**config.mk**
```make
export PLATFORM = sky130hd
export DESIGN_NAME = div_recon
export DESIGN_NICKNAME = d
export VERILOG_FILES = /design/src/rtl/div_recon.sv
export SDC_FILE = /design/constraint.sdc
export NUM_CORES = 1
export LEC_CHECK = 0
export BUFFER_PORTS_ARGS = -buffer_cell sky130_fd_sc_hd__buf_2
export CORE_MARGIN = 8
export CORE_UTILIZATION = 40
export CTS_CLUSTER_DIAMETER = 30
export DETAILED_ROUTE_END_ITERATION = 7
export HOLD_SLACK_MARGIN = 0.1
export PLACE_DENSITY = 0.69
export SETUP_SLACK_MARGIN = 0.1
export SYNTH_ARGS = -nofsm -noshare
export SYNTH_HDL_FRONTEND = slang
export SYNTH_SLANG_ARGS = --single-unit
export TNS_END_PERCENT = 100
```
**constraint.sdc**
```tcl
create_clock -name clk -period 9.69 [get_ports clk]
set_input_delay 1.938 -clock clk [delete_from_list [all_inputs] [get_ports clk]]
set_output_delay 1.938 -clock clk [all_outputs]
set_load 0.01 [all_outputs]
```
**src/rtl/div_recon.sv**
```systemverilog
// ---------------------------------------------------------------------------
// div_recon : reconstructs a dividend from its quotient, divisor and remainder
//             A = Q*B + R, using a bit-serial shift-and-add multiplier.
//
// A request is accepted from IDLE when in_valid is high. Eight CALC cycles
// follow, one per quotient bit. One DONE cycle then publishes the result.
// That gives a fixed latency of 9 cycles from acceptance to out_valid, and a
// back-to-back period of 10 cycles. Requests that arrive while busy are
// dropped.
//
// Optional feature (compile-time macro):
//   CONSISTENCY_CHECK_EN - adds the err output. err is set at result time
//                          when R >= B, including B == 0. The flag is valid
//                          with out_valid and holds until the next result.
//
// Ports:
//   clk        in   1   clock, rising edge
//   rst        in   1   asynchronous reset, active high
//   in_valid   in   1   request strobe
//   Q          in   8   quotient operand (unsigned)
//   B          in   8   divisor operand (unsigned)
//   R          in   8   remainder operand (unsigned)
//   A          out  16  reconstructed dividend, registered, held until next result
//   out_valid  out  1   one-cycle pulse marking a new A
//   busy       out  1   high while a request is in progress (CALC/DONE)
//   err        out  1   R >= B consistency flag (CONSISTENCY_CHECK_EN only)
// ---------------------------------------------------------------------------
module div_recon (
    input  logic        clk,
    input  logic        rst,
    input  logic        in_valid,
    input  logic [7:0]  Q,
    input  logic [7:0]  B,
    input  logic [7:0]  R,
    output logic [15:0] A,
    output logic        out_valid,
    output logic        busy
`ifdef CONSISTENCY_CHECK_EN
    ,
    output logic        err
`endif
);

    typedef enum logic [1:0] {
        IDLE = 2'd0,
        CALC = 2'd1,
        DONE = 2'd2
    } state_t;

    state_t      r_state;
    state_t      w_next;

    logic [7:0]  r_Q;
    logic [7:0]  r_B;
    logic [15:0] r_acc;
    logic [3:0]  r_cnt;
    logic [15:0] r_A;
    logic        r_out_valid;

    logic        w_accept;
    logic        w_step;
    logic        w_finish;
    logic [15:0] w_addend;

    // State register
    always_ff @(posedge clk or posedge rst) begin
        if (rst) begin
            r_state <= IDLE;
        end else begin
            r_state <= w_next;
        end
    end

    // Next-state logic and per-state control strobes
    always_comb begin
        w_next   = r_state;
        w_accept = 1'b0;
        w_step   = 1'b0;
        w_finish = 1'b0;
        case (r_state)
            IDLE: begin
                if (in_valid) begin
                    w_accept = 1'b1;
                    w_next   = CALC;
                end
            end
            CALC: begin
                w_step = 1'b1;
                // The last quotient bit (index 7) is consumed on this edge.
                if (r_cnt == 4'd7) begin
                    w_next = DONE;
                end
            end
            DONE: begin
                w_finish = 1'b1;
                w_next   = IDLE;
            end
            default: begin
                w_next = IDLE;
            end
        endcase
    end

    // Partial product for the current quotient bit. B is shifted by at most
    // 7 places, so it always fits in 16 bits.
    assign w_addend = r_Q[r_cnt[2:0]] ? ({8'h00, r_B} << r_cnt[2:0]) : '0;

    // Datapath
    always_ff @(posedge clk or posedge rst) begin
        if (rst) begin
            r_Q         <= '0;
            r_B         <= '0;
            r_acc       <= '0;
            r_cnt       <= '0;
            r_A         <= '0;
            r_out_valid <= 1'b0;
        end else begin
            r_out_valid <= w_finish;
            if (w_accept) begin
                r_Q   <= Q;
                r_B   <= B;
                r_acc <= {8'h00, R};
                r_cnt <= '0;
            end
            if (w_step) begin
                r_acc <= r_acc + w_addend;
                r_cnt <= r_cnt + 4'd1;
            end
            if (w_finish) begin
                r_A <= r_acc;
            end
        end
    end

`ifdef CONSISTENCY_CHECK_EN
    logic [7:0] r_R;
    logic       r_err;

    always_ff @(posedge clk or posedge rst) begin
        if (rst) begin
            r_R   <= '0;
            r_err <= 1'b0;
        end else begin
            if (w_accept) begin
                r_R <= R;
            end
            if (w_finish) begin
                r_err <= (r_R >= r_B);
            end
        end
    end

    assign err = r_err;
`endif

    assign A         = r_A;
    assign out_valid = r_out_valid;
    assign busy      = (r_state != IDLE);

endmodule
```
[Yosys cells after proc, flatten, opt, wreduce, memory -nomap -nowiden]
Index checks and enable logic that the tools add are counted.
Cells by class
  add/sub/neg operators: 2
  div/mod/pow operators: 0
  $lt $le $gt $ge: 1
  reductions and logical operators: 4
  $mul: 0
  muxes and demuxes: 14
  bitwise operators: 0
  shift-type cells: 1
  equality and inequality tests: 5
Operators with widths (count)
  16-bit 2-to-1 mux: 3
  16-bit adder: 1
  8-bit by 3-bit << shifter with 16-bit output: 1
  4-bit 2-to-1 mux: 2
  1-bit 2-to-1 mux: 5
  4-bit by 1-bit adder with 4-bit output (second input constant): 1
  4-bit by 3-bit == test with 1-bit output (second input constant): 1
  3-bit by 4-bit < comparator with 1-bit output (second input constant): 1
  2-bit 2-to-1 mux: 2
  2-bit != test (second input constant): 2
  2-bit one-hot mux with 2 select lines: 1
  2-bit nonzero test: 2
  1-bit binary-select mux with 3-bit select: 1
  2-bit by 1-bit == test with 1-bit output (second input constant): 1
  2-bit == test (second input constant): 1
  2-bit zero test: 1
  2-bit AND reduction: 1
Storage, ports and cells
  input port bits: 27
  ROM bits: 0
  output and inout bits: 18
  latch bits: 0
  register bits: 55
  memories: 0
  bits in writable memories: 0

[Logic depth before layout (Yosys ltp)]
Gate-level depths: netlist (run 1).
  depth after elaboration: 5
  gate-level depth with buffers: 14
  depth with buffers taken out: 11

[Worst setup path before layout (run 1)]
Ideal clock, no wire load.
  path type: register to register
  start point: reg r_cnt[0]
  end point: reg r_acc[12]
  stages on the path, launching flop included: 13
  required time: 9570 ps
  setup time: 120 ps
  data arrival time: 3161 ps
  setup slack: 6409 ps
  clock period less this slack: 3281 ps
  path through: dfrtp_1 buf_2 mux4_2 nand2_1 and2_1 clkbuf_1 a211oi_1 ha_1 and4_4 a21o_1 o21a_1 or4_1 a31o_1
On the way
  longest elaborated chain between the ends: 5
RTL lines
  start, declared: RTL line 56  | logic [3:0] r_cnt;
  start signal, assigned: RTL line 127  | r_cnt <= r_cnt + 4'd1;
  1-bit binary-select mux with 3-bit select: RTL line 106  | assign w_addend = r_Q[r_cnt[2:0]] ? ({8'h00, r_B} << r_cnt[2:0]) : '0;
  1-bit 2-to-1 mux (not written as such): RTL line 106
  16-bit 2-to-1 mux *: RTL line 106
  16-bit adder *: RTL line 126  | r_acc <= r_acc + w_addend;
  16-bit 2-to-1 mux *: RTL line 125  | if (w_step) begin
  end signal, assigned: RTL line 122  | r_acc <= {8'h00, R};
  end signal, assigned: RTL line 126
  end, declared: RTL line 55  | logic [15:0] r_acc;
Every way passes the cells marked *; elsewhere a longest branch is shown, timed or not. The select of a mux whose other input is x is not followed.
A chain may end at the register's enable or synchronous reset.

[Worst setup path in the final report (run 1)]
Same ends and word-level chain as after synthesis.

==> summary.md, run 1 <==
| Metric | Value |
|---|---|
| Total global-route track usage | 0.134 |
| Clk root buf | clkbuf_8 |
| Core Region | between 0.008 and 0.009 mm² |
| Met1 Track Usage GR | 0.164 |
| Comb power frac | 0.546 |
| Hold Crit Depth | 1 |
| RD Place Congestion | 0.917 |
| Drt initial violations | 137 |
| Syn_nets | 400 |
| Post-synth cell types | 42 |
| GRT busiest layer | met2 |
| CTS H-tree depth | 2 |
| Register area share after synthesis | 0.424 |
| Routed vias | between 2000 and 3000 |
| Cell area after synthesis | 0.00325 mm² |
| Class of the worst hold path | register to register |
| Synth area leader | dfrtp_1 |
| Final Hold Viols | 0 |
| EDFF count, synth | 0 |
| Die Area | about 0.011 mm² |
| CTS tree | built |
| Drt first pass iters | 4 |
| FFs w/ async S/R, synth | 1.00 |
| Worst reg2reg startpoint | r_cnt[0] |
| Switching Fraction | 0.449 |
| Core Util, Final | 0.449 |
| Clock slew at the register clock pins of the worst setup and hold paths | 100 ps |
| Routed len/inst | 14.9 µm |
| Flop pwr share | 0.348 |
| Setup ws final | 5930 ps |
| Post-detailed-route DRC marker count | 0 |
| Layout Cells excl Fill | 493 |
| Worst Skew | between 6 and 7 ps |
| Worst VDD drop | between 0.09 and 0.1 mV |
| Die width | 106 µm |
| Clk buf depth | 2 |
| CP Data Required Time | 9900 ps |
| Final HPWL DP | roughly 5400 µm |
| Slew headroom | 0.397 |
| FF-to-FF End | r_acc[12] |
| Unrepaired setup endpoints after global routing | false |
| Avg Cell Area, Syn | 9.12 µm² |
| Leakage | approximately 1.7 nW |
| Outcome | finished clean |
| Cts hold-fix bufs | 0 |
| Worst Path Arrival | 3970 ps |
| Layout cells sized above 1 | 0.209 |
| Reg2Reg Setup Slack | between 5000 and 6000 ps |
| Post-DRT Antenna Nets | 0 |
| Worst setup EP type | register |
| Worst skew pair latency | 300 ps |
| Hold path start | r_acc[15] |
| Ys Warns | 0 |
| Grt ovf | 0 |
| Row count | 33 |
| Pwr Density | around 340 mW/mm² |
| Slew @ Worst Pin | 905 ps |
| Pins Over Slew Limit | 0 |
| Switching power | between 0.5 and 0.6 mW |
| Post-CTS setup buffer count | 0 |
| Top FF cell, synth | dfrtp_1 |
| # diodes | 0 |
| Clock Sinks | 55 |
| Place WS | 5870 ps |
| Worst hold path endpoint | r_acc[15] |
| Critical path launch point type | register |
| Min cycle time layout | about 3800 ps |
| Drt total wl | about 7300 µm |
| Post-route setup TNS | 0 ps |
| Dpl cells | around 500 |
| Port buffer count | between 40 and 50 |
| Post-layout nets | between 400 and 500 |
| R2R cell count | 10 |
| Met3 Track Usage GR | 0.0339 |
| Number of synthesized register bits | between 50 and 60 |
| Initial core utilization | 0.403 |
| CTS buffer count | 5 |
| Antenna violations before repair | 0 |
| M2 GR Usage | 0.220 |
| Via density | between 5 and 6 |
| Fillers | 802 |
| Area growth from synthesis to layout | 11.5% |
| Tcrit/Tclk final | 0.388 |
| Vias in the first global route | approximately 2700 |
| Mapped Cells | around 360 |
| I/O pins | 45 |
| Synth top area cells | dfrtp_1 42%, nand2_1 8.6%, mux2_2 7.3% |
| Global-route wire length before repair | 12600 µm |
| Max Clock Freq | around 270 MHz |
| Clock share of power | 0.106 |
| Die height | about 110 µm |
| Worst Path Class, Setup | register to register |
| Worst-path fanout max | 20 |
| Post-cts sizing count | 0 |
| Share of the synthesized area in the top cell type | 0.424 |
| Largest net degree at the start of global routing | 56 |
| Int Power | ~0.68 mW |
| Count of final setup violators | 0 |
| Max-cap violation count | 0 |
==> final cells by class <==
type                    count  area, µm²  share of cell area
multi-input cells         275       1770               0.488
inverters                   4       15.0             0.00415
flip-flops and latches     55       1380               0.380
clock buffers               6       82.6              0.0228
clock inverters             1       5.00             0.00138
well taps                 105        131              0.0363
repair buffers             47        243              0.0671
==> registers in the layout, summed over array words and instances, names as in the netlist <==
name / count
A: 16
r_acc: 16
r_B: 8
r_Q: 8
r_cnt: 4
r_state: 2
out_valid: 1
==> Yosys cell counts (all sizes together), types with 6 or more instances <==
cell and instances:
a21oi 16, clkbuf 13, ha 16, nand2 74
dfrtp 55, nor2 30, o21a 6, mux2 21
mux2i 9, a22oi 7, nand3 12, o21ai 18
buf 9, nor3 8, a21o 6
==> cell usage in the layout (no fill, tap or decap), types with 3 or more instances in the layout <==
cell type	synthesis	final
nand2_1	74	74
dfrtp_1	55	55
buf_2	5	44
nor2_1	30	30
mux2_2	21	21
o21ai_0	18	18
a21oi_1	16	16
ha_1	16	16
nand3_1	12	12
mux2i_1	9	9
nor3_1	8	8
a22oi_1	7	7
o21a_1	6	6
clkbuf_8	0	6
a21o_1	5	5
o31ai_1	4	4
a211oi_1	4	4
a31oi_1	4	4
xor2_1	4	4
and2_1	3	3
inv_1	4	3
xnor2_1	3	3
nand4_1	3	3
o211ai_1	3	3
and3_1	3	3
buf_4	0	3
==> logic make-up (layout without fill, tap and decap cells) <==
group	Yosys count	count (layout)	synth area share
buf+inv	26	58	0.0320
fa+ha+maj	17	17	0.0678
mux	32	32	0.114
compound gates	78	78	0.157
flops	55	55	0.424
simple gates	141	141	0.186
xor+xnor	7	7	0.0189
==> critical path, cell delays in order, from the launching register on <==
cell,delay [ps]
dfrtp_1,800
mux4_2,590
nand2_1,160
and2_1,280
a211oi_1,90
ha_1,400
and4_4,230
a21o_1,200
o21a_1,180
or4_1,500
a31o_1,230
==> power by group through the flow <==
| stage | clock network (mW) | registers [mW] | logic, mW |
|---|---|---|---|
| after floorplan | 0 | 0.397 | 0.550 |
| after detailed placement | 0 | 0.433 | 0.667 |
| after global placement | 0 | 0.430 | 0.651 |
| final | 0.130 | 0.428 | 0.673 |
| after CTS | 0.134 | 0.428 | 0.672 |
| after global routing | 0.141 | 0.445 | 0.759 |
==> metal layers <==
layer | vias to the layer above | share of wire
li1 | 1323 | -
met1 | 1229 | 0.46
met2 | 55 | 0.48
met3 | 14 | 0.048
met4 | 0 | 0.019
met5 | - | 0
==> worst max path at each step <==
stage / startpoint / to / cells after the start
2_1_floorplan: rst / A[0] / 1
3_3_place_gp: in_valid / r_acc[14] / 5
3_5_place_dp: in_valid / r_acc[14] / 5
4_1_cts: r_cnt[0] / r_acc[12] / 10
5_1_grt: r_cnt[0] / r_acc[12] / 10
6_report: r_cnt[0] / r_acc[12] / 10
==> through the flow <==
step	cell area (µm²)	total power [mW]	hold WS (ps)
after global routing	3620	1.35	484
after detailed placement	3530	1.10	466
after floorplan	3250	0.948	440
after CTS	3620	1.23	480
after global placement	3530	1.08	458
final	3620	1.23	472
(Power assumes the default switching activity.)
==> run 2: changes to the inputs <==
==> constraint.sdc (replaced) <==
create_clock -name clk -period 3.7 [get_ports clk]
set_input_delay 0.74 -clock clk [delete_from_list [all_inputs] [get_ports clk]]
set_output_delay 0.74 -clock clk [all_outputs]
set_load 0.01 [all_outputs]
==> run 2 against run 1 <==
Register-to-register slack worse by 5500 ps. Combinational power rose to 2.7 times the previous value. Hold slack better by 9.4 ps. Final cell count up 0.81%. Wire length up 1.3%. Count of clock-buffer cells in the layout unchanged. Clock skew up 1.8 ps. Critical endpoint unchanged. Sequential power rose to 2.5 times the previous value. Sequential share of layout area down 0.54 points. Critical path type unchanged. Fmax up 15%.
==> summary.md, run 2 (synthesis gave the netlist of run 1 again) <==
| Metric | Value |
|---|---|
| Area growth from synthesis to layout | 13.1% (was 11.5%) |
| Die height | 106 µm (unchanged) |
| Worst setup EP type | register (unchanged) |
| Via density | 5.43 (was 5.32) |
| Critical path launch point type | register (unchanged) |
| Final HPWL DP | 5650 µm (was 5410 µm) |
| Post-cts sizing count | 0 (unchanged) |
| Drt total wl | 7430 µm (was 7340 µm) |
| FF-to-FF End | r_acc[12] (unchanged) |
| Total global-route track usage | 0.137 (was 0.134) |
| Routed len/inst | 15.0 µm (was 14.9 µm) |
| Worst reg2reg startpoint | r_cnt[0] (unchanged) |
| Clk buf depth | 2 (unchanged) |
| Critical path cell sequence | mux4_2 > nand2_1 > and2_1 > nor2_1 > ha_1 > a21oi_1 > a21boi_2 > o21a_1 > or4_1 > a31o_1 (was mux4_2 > nand2_1 > and2_1 > a211oi_1 > ha_1 > and4_4 > a21o_1 > o21a_1 > or4_1 > a31o_1) |
| CTS H-tree depth | 2 (unchanged) |
| Leakage | 1.72 nW (was 1.69 nW) |
| Class of the worst hold path | register to register (unchanged) |
| Worst Path Arrival | 3460 ps (was 3970 ps) |
| Core Region | 0.00805 mm² (unchanged) |
| Max-cap violation count | 0 (unchanged) |
| Vias in the first global route | 2684 (was 2658) |
| Drt first pass iters | 5 (was 4) |
| Cts hold-fix bufs | 0 (unchanged) |
| Die Area | 0.0113 mm² (unchanged) |
| Die width | 106 µm (unchanged) |
| Most frequent cells in the layout | 74 x nand2_1, 55 x dfrtp_1, 44 x buf_2, 30 x nor2_1, 21 x mux2_2 (unchanged) |
| Slowest cell on the critical path | mux4_2 (was dfrtp_1) |
| Post-detailed-route DRC marker count | 0 (unchanged) |
| Drt initial violations | 122 (was 137) |
| Grt ovf | 0 (unchanged) |
| Clk root buf | clkbuf_8 (unchanged) |
| Reg2Reg Setup Slack | 440 ps (was 5930 ps) |
| Outcome | finished clean (unchanged) |
| I/O pins | 45 (unchanged) |
| Global-route wire length before repair | 12800 µm (was 12600 µm) |
| Count of final setup violators | 0 (unchanged) |
| Initial core utilization | 0.403 (unchanged) |
| Worst Path Class, Setup | register to register (unchanged) |
| Unrepaired setup endpoints after global routing | false (unchanged) |
| Clock Sinks | 55 (unchanged) |
| Stages on the worst setup path | 10 (unchanged) |
| Commonest non-fill, non-tap cell in the layout | nand2_1 (unchanged) |
| Post-route setup TNS | 0 ps (unchanged) |
| Tcrit/Tclk final | 0.882 (was 0.388) |
| Final Power | 3.32 mW (was 1.23 mW) |
| Pins Over Slew Limit | 0 (unchanged) |
| Worst VDD drop | 0.319 mV (was 0.0943 mV) |
| Critical Path Source | r_cnt[0] (unchanged) |
| Crit path to | r_acc[12] (unchanged) |
| Largest net degree at the start of global routing | 42 (was 56) |
| R2R cell count | 10 (unchanged) |
| Final Hold Viols | 0 (unchanged) |
| Slew headroom | 0.273 (was 0.397) |
| Post-DRT Antenna Nets | 0 (unchanged) |
| Post-CTS setup buffer count | 0 (unchanged) |
| CTS buffer count | 5 (unchanged) |
| Row count | 33 (unchanged) |
| Clock slew at the register clock pins of the worst setup and hold paths | 100 ps (about the same) |
| Max Clock Freq | 306 MHz (was 266 MHz) |
| Layout cells sized above 1 | 0.217 (was 0.209) |
| Post-layout nets | 435 (was 432) |
| Slowest stage delay, CP | 520 ps (was 800 ps) |
| RD Place Congestion | 0.931 (was 0.917) |
| Port buffer count | 44 (unchanged) |
| Worst-path fanout max | 7 (was 20) |
| CP Data Required Time | 3900 ps (was 9900 ps) |
| Antenna violations before repair | 0 (unchanged) |
| Family with the most delay on the worst path | simple AND/OR/NAND/NOR gates (unchanged) |
| Buf/Inv on CP | 0 (unchanged) |
| # diodes | 0 (unchanged) |
| Pwr Density | 905 mW/mm² (was 340 mW/mm²) |
| Slew @ Worst Pin | 1090 ps (was 905 ps) |
| CTS tree | built (unchanged) |
| Routed vias | 2698 (was 2621) |
| Min cycle time layout | 3260 ps (was 3760 ps) |
| Worst Skew | 8.25 ps (was 6.48 ps) |
| Worst skew pair latency | 310 ps (was 300 ps) |
run 2: metal layers:
layer  global-route usage  share of wire  vias to the layer above
li1                     -              -                     1331
met1                0.176           0.44                     1295
met2                0.225           0.49                       66
met3               0.0254          0.054                        6
met4               0.0503          0.014                        0
met5                    0              0                        -
run 2: report_power, final:
part	internal (mW)	leakage, nW	switching (mW)
clock network	0.219	0.0612	0.190
logic	0.782	1.00	1.05
registers	0.865	0.659	0.219
run 2: cell type report:
class / instances / area, µm²
repair buffers: 50 / 265
multi-input cells: 275 / 1770
fillers: 812 / 4380
inverters: 4 / 15.0
clock inverters: 2 / 35.0
flip-flops and latches: 55 / 1380
clock buffers: 6 / 82.6
well taps: 105 / 131
run 2: worst min path at each step:
stage | start | endpoint | slack [ps] | cells past startpoint
after detailed placement | r_cnt[3] | r_state[1] | 470 | 1
after CTS | r_cnt[3] | r_state[1] | 480 | 1
after floorplan | r_Q[2] | r_Q[2] | 440 | 2
final | r_cnt[3] | r_state[1] | 480 | 1
after global placement | r_acc[15] | r_acc[15] | 460 | 1
after global routing | r_acc[15] | r_acc[15] | 510 | 1
run 2: worst reg2reg max path: cells and delay by family (launching register included):
kind | cells | cell delay (ps)
and+or+nand+nor | 4 | 1000
AOI/OAI and AO/OA | 4 | 870
muxes | 1 | 520
DFF | 1 | 410
adders and majority gates | 1 | 360
run 2: metrics by stage:
| step | hold WS (ps) | area, µm² | setup slack, ps | utilization | instances |
|---|---|---|---|---|---|
| after detailed placement | 469 | 3550 | 466 | 0.441 | 489 |
| final | 481 | 3670 | 435 | 0.456 | 497 |
| after CTS | 485 | 3670 | 438 | 0.456 | 497 |
| after floorplan | 440 | 3250 | 419 | - | 356 |
| after global routing | 505 | 3670 | 260 | 0.456 | 497 |
| after global placement | 460 | 3550 | 518 | 0.441 | 489 |
==> run 3: changes to the inputs <==
--- a/config.mk
+++ b/config.mk
@@ -8,10 +8,12 @@
 export BUFFER_PORTS_ARGS = -buffer_cell sky130_fd_sc_hd__buf_2
 export CORE_MARGIN = 8
 export CORE_UTILIZATION = 40
+export CTS_BUF_LIST = sky130_fd_sc_hd__clkbuf_4
 export CTS_CLUSTER_DIAMETER = 30
 export DETAILED_ROUTE_END_ITERATION = 7
 export HOLD_SLACK_MARGIN = 0.1
 export PLACE_DENSITY = 0.69
+export REMOVE_ABC_BUFFERS = 1
 export SETUP_SLACK_MARGIN = 0.1
 export SYNTH_ARGS = -nofsm -noshare
 export SYNTH_HDL_FRONTEND = slang
==> run 3 against run 2 <==
Register-to-register slack got worse by 110 ps. Combinational power is essentially flat. Fmax shrank 3.1%. Sequential cell count unchanged. Largest power group unchanged.
==> summary.md, run 3 (synthesis gave the netlist of run 1 again) <==
| Metric | Value |
|---|---|
| Worst Path Arrival | 3670 ps (was 3460 ps) |
| Clk buf depth | 2 (unchanged) |
| Worst reg2reg startpoint | r_cnt[0] (unchanged) |
| Most frequent cells in the layout | 74 x nand2_1, 55 x dfrtp_1, 44 x buf_2, 30 x nor2_1, 21 x mux2_2 (unchanged) |
| Clk root buf | clkbuf_4 (was clkbuf_8) |
| CTS tree | built (unchanged) |
| Antenna violations before repair | 0 (unchanged) |
| Die width | 106 µm (unchanged) |
| Critical path cell sequence | mux4_2 > nand2_1 > and2_1 > a211oi_1 > ha_1 > and4_4 > a21o_1 > o21a_1 > or4_1 > a31o_1 (was mux4_2 > nand2_1 > and2_1 > nor2_1 > ha_1 > a21oi_1 > a21boi_2 > o21a_1 > or4_1 > a31o_1) |
| Switching Fraction | 0.449 (was 0.439) |
| Vias in the first global route | 2717 (was 2684) |
| Flop pwr share | 0.338 (was 0.326) |
| Post-route setup TNS | 0 ps (unchanged) |
| Cts hold-fix bufs | 0 (unchanged) |
| Tcrit/Tclk final | 0.911 (was 0.882) |
| Int Power | 1.78 mW (was 1.87 mW) |
| Post-DRT Antenna Nets | 0 (unchanged) |
| Routed vias | 2634 (was 2698) |
| Comb power frac | 0.558 (was 0.551) |
| Worst hold path endpoint | r_state[1] (unchanged) |
| Routed len/inst | 15.1 µm (was 15.0 µm) |
| Slew @ Worst Pin | 920 ps (was 1090 ps) |
| Via density | 5.31 (was 5.43) |
| Max Clock Freq | 297 MHz (was 306 MHz) |
| Drt initial violations | 131 (was 122) |
| Fillers | 783 (was 812) |
| Cell Area, Placed | 0.00355 mm² (about the same) |
| Switching power | 1.45 mW (was 1.46 mW) |
| Worst setup EP type | register (unchanged) |
| Class of the worst hold path | register to register (unchanged) |
| CTS buffer count | 5 (unchanged) |
| Global-route wire length before repair | 13100 µm (was 12800 µm) |
| Clock share of power | 0.104 (was 0.123) |
| Die height | 106 µm (unchanged) |
| Layout Cells excl Fill | 496 (was 497) |
| Max-cap violation count | 0 (unchanged) |
| R2R cell count | 10 (unchanged) |
| Worst VDD drop | 0.273 mV (was 0.319 mV) |
| Post-cts sizing count | 0 (unchanged) |
| Outcome | finished clean (unchanged) |
| Row count | 33 (unchanged) |
| Post-layout nets | 434 (was 435) |
| Critical path launch point type | register (unchanged) |
| Port buffer count | 44 (unchanged) |
| RD Place Congestion | 0.856 (was 0.931) |
| Final Hold Viols | 0 (unchanged) |
| Worst Path Class, Setup | register to register (unchanged) |
| I/O pins | 45 (unchanged) |
| Commonest non-fill, non-tap cell in the layout | nand2_1 (unchanged) |
| Min cycle time layout | 3370 ps (was 3260 ps) |
| Clock Sinks | 55 (unchanged) |
| # diodes | 0 (unchanged) |
| Initial core utilization | 0.403 (unchanged) |
| Leakage | 1.70 nW (was 1.72 nW) |
| FF-to-FF End | r_acc[12] (unchanged) |
| Slowest cell on the critical path | mux4_2 (unchanged) |
| Core Region | 0.00805 mm² (unchanged) |
| Final HPWL DP | 5710 µm (was 5650 µm) |
| Drt first pass iters | 4 (was 5) |
| WHS | 486 ps (was 481 ps) |
| Dpl cells | 488 (was 489) |
| Unrepaired setup endpoints after global routing | false (unchanged) |
| Slew headroom | 0.387 (was 0.273) |
| Clock slew at the register clock pins of the worst setup and hold paths | 160 ps (was 100 ps) |
| Hold path start | r_cnt[3] (unchanged) |
| Pwr Density | 892 mW/mm² (was 905 mW/mm²) |
| Grt ovf | 0 (unchanged) |
| Drt total wl | 7510 µm (was 7430 µm) |
| Total global-route track usage | 0.140 (was 0.137) |
| Worst skew pair latency | 380 ps (was 310 ps) |
| Worst Skew | 17.1 ps (was 8.25 ps) |
| Finished Cell Area | 0.00363 mm² (was 0.00367 mm²) |
| Slowest stage delay, CP | 540 ps (was 520 ps) |
| Layout cells sized above 1 | 0.215 (was 0.217) |
| Count of final setup violators | 0 (unchanged) |
| Largest net degree at the start of global routing | 42 (unchanged) |
| CTS H-tree depth | 2 (unchanged) |
| Reg2Reg Setup Slack | 330 ps (was 440 ps) |
| Hold Crit Depth | 1 (unchanged) |
| Die Area | 0.0113 mm² (unchanged) |
| Post-detailed-route DRC marker count | 0 (unchanged) |
| Post-CTS setup buffer count | 0 (unchanged) |
| Worst-path fanout max | 7 (unchanged) |
| Pins Over Slew Limit | 0 (unchanged) |
| CP Data Required Time | 4000 ps (was 3900 ps) |
| Area growth from synthesis to layout | 11.8% (was 13.1%) |
## run 3: power groups by stage
stage	sequential, mW	combinational [mW]	clock (mW)
2_1_floorplan	1.10	1.32	0
3_3_place_gp	1.10	1.76	0
4_1_cts	1.10	1.81	0.348
5_1_grt	1.14	2.04	0.373
3_5_place_dp	1.11	1.80	0
6_report	1.09	1.81	0.335
## run 3: how the worst max path moves through the flow
stage	startpoint	end	slack [ps]	cells after the start
after global placement	r_cnt[0]	r_acc[12]	410	10
after floorplan	r_cnt[0]	r_acc[12]	300	10
after detailed placement	r_cnt[0]	r_acc[12]	320	10
after CTS	r_cnt[0]	r_acc[12]	310	10
final	r_cnt[0]	r_acc[12]	330	10
after global routing	r_cnt[0]	r_acc[12]	130	10
## run 3: area by class of cell
| cell class | count | area [µm²] | area share |
|---|---|---|---|
| well taps | 105 | 131 | 0.0362 |
| multi-input cells | 275 | 1770 | 0.487 |
| clock inverters | 3 | 43.8 | 0.0121 |
| clock buffers | 5 | 37.5 | 0.0103 |
| repair buffers | 49 | 258 | 0.0711 |
| flip-flops and latches | 55 | 1380 | 0.379 |
| inverters | 4 | 15.0 | 0.00414 |
## run 3: layer usage
metal / vias to the layer above / wire [µm] / track usage / part of all wire
li1: 1333 / - / - / -
met4: 0 / 77 / 0.0382 / 0.010
met5: - / 0 / 0 / 0
met3: 8 / 281 / 0.0296 / 0.037
met1: 1240 / 3770 / 0.187 / 0.50
met2: 53 / 3380 / 0.225 / 0.45
## run 3: stage by stage
step	util	power, mW	setup slack (ps)
5_1_grt	0.451	3.56	133
3_3_place_gp	0.440	2.86	412
3_5_place_dp	0.440	2.91	324
6_report	0.451	3.23	329
4_1_cts	0.451	3.26	307
2_1_floorplan	-	2.41	297
## run 3: worst max-delay path: cells and delay by family (launching register included)
family | cells | cell delay (ps)
compound gates | 4 | 670
mux | 1 | 540
fa+ha+maj | 1 | 400
flops | 1 | 510
simple gates | 4 | 1160
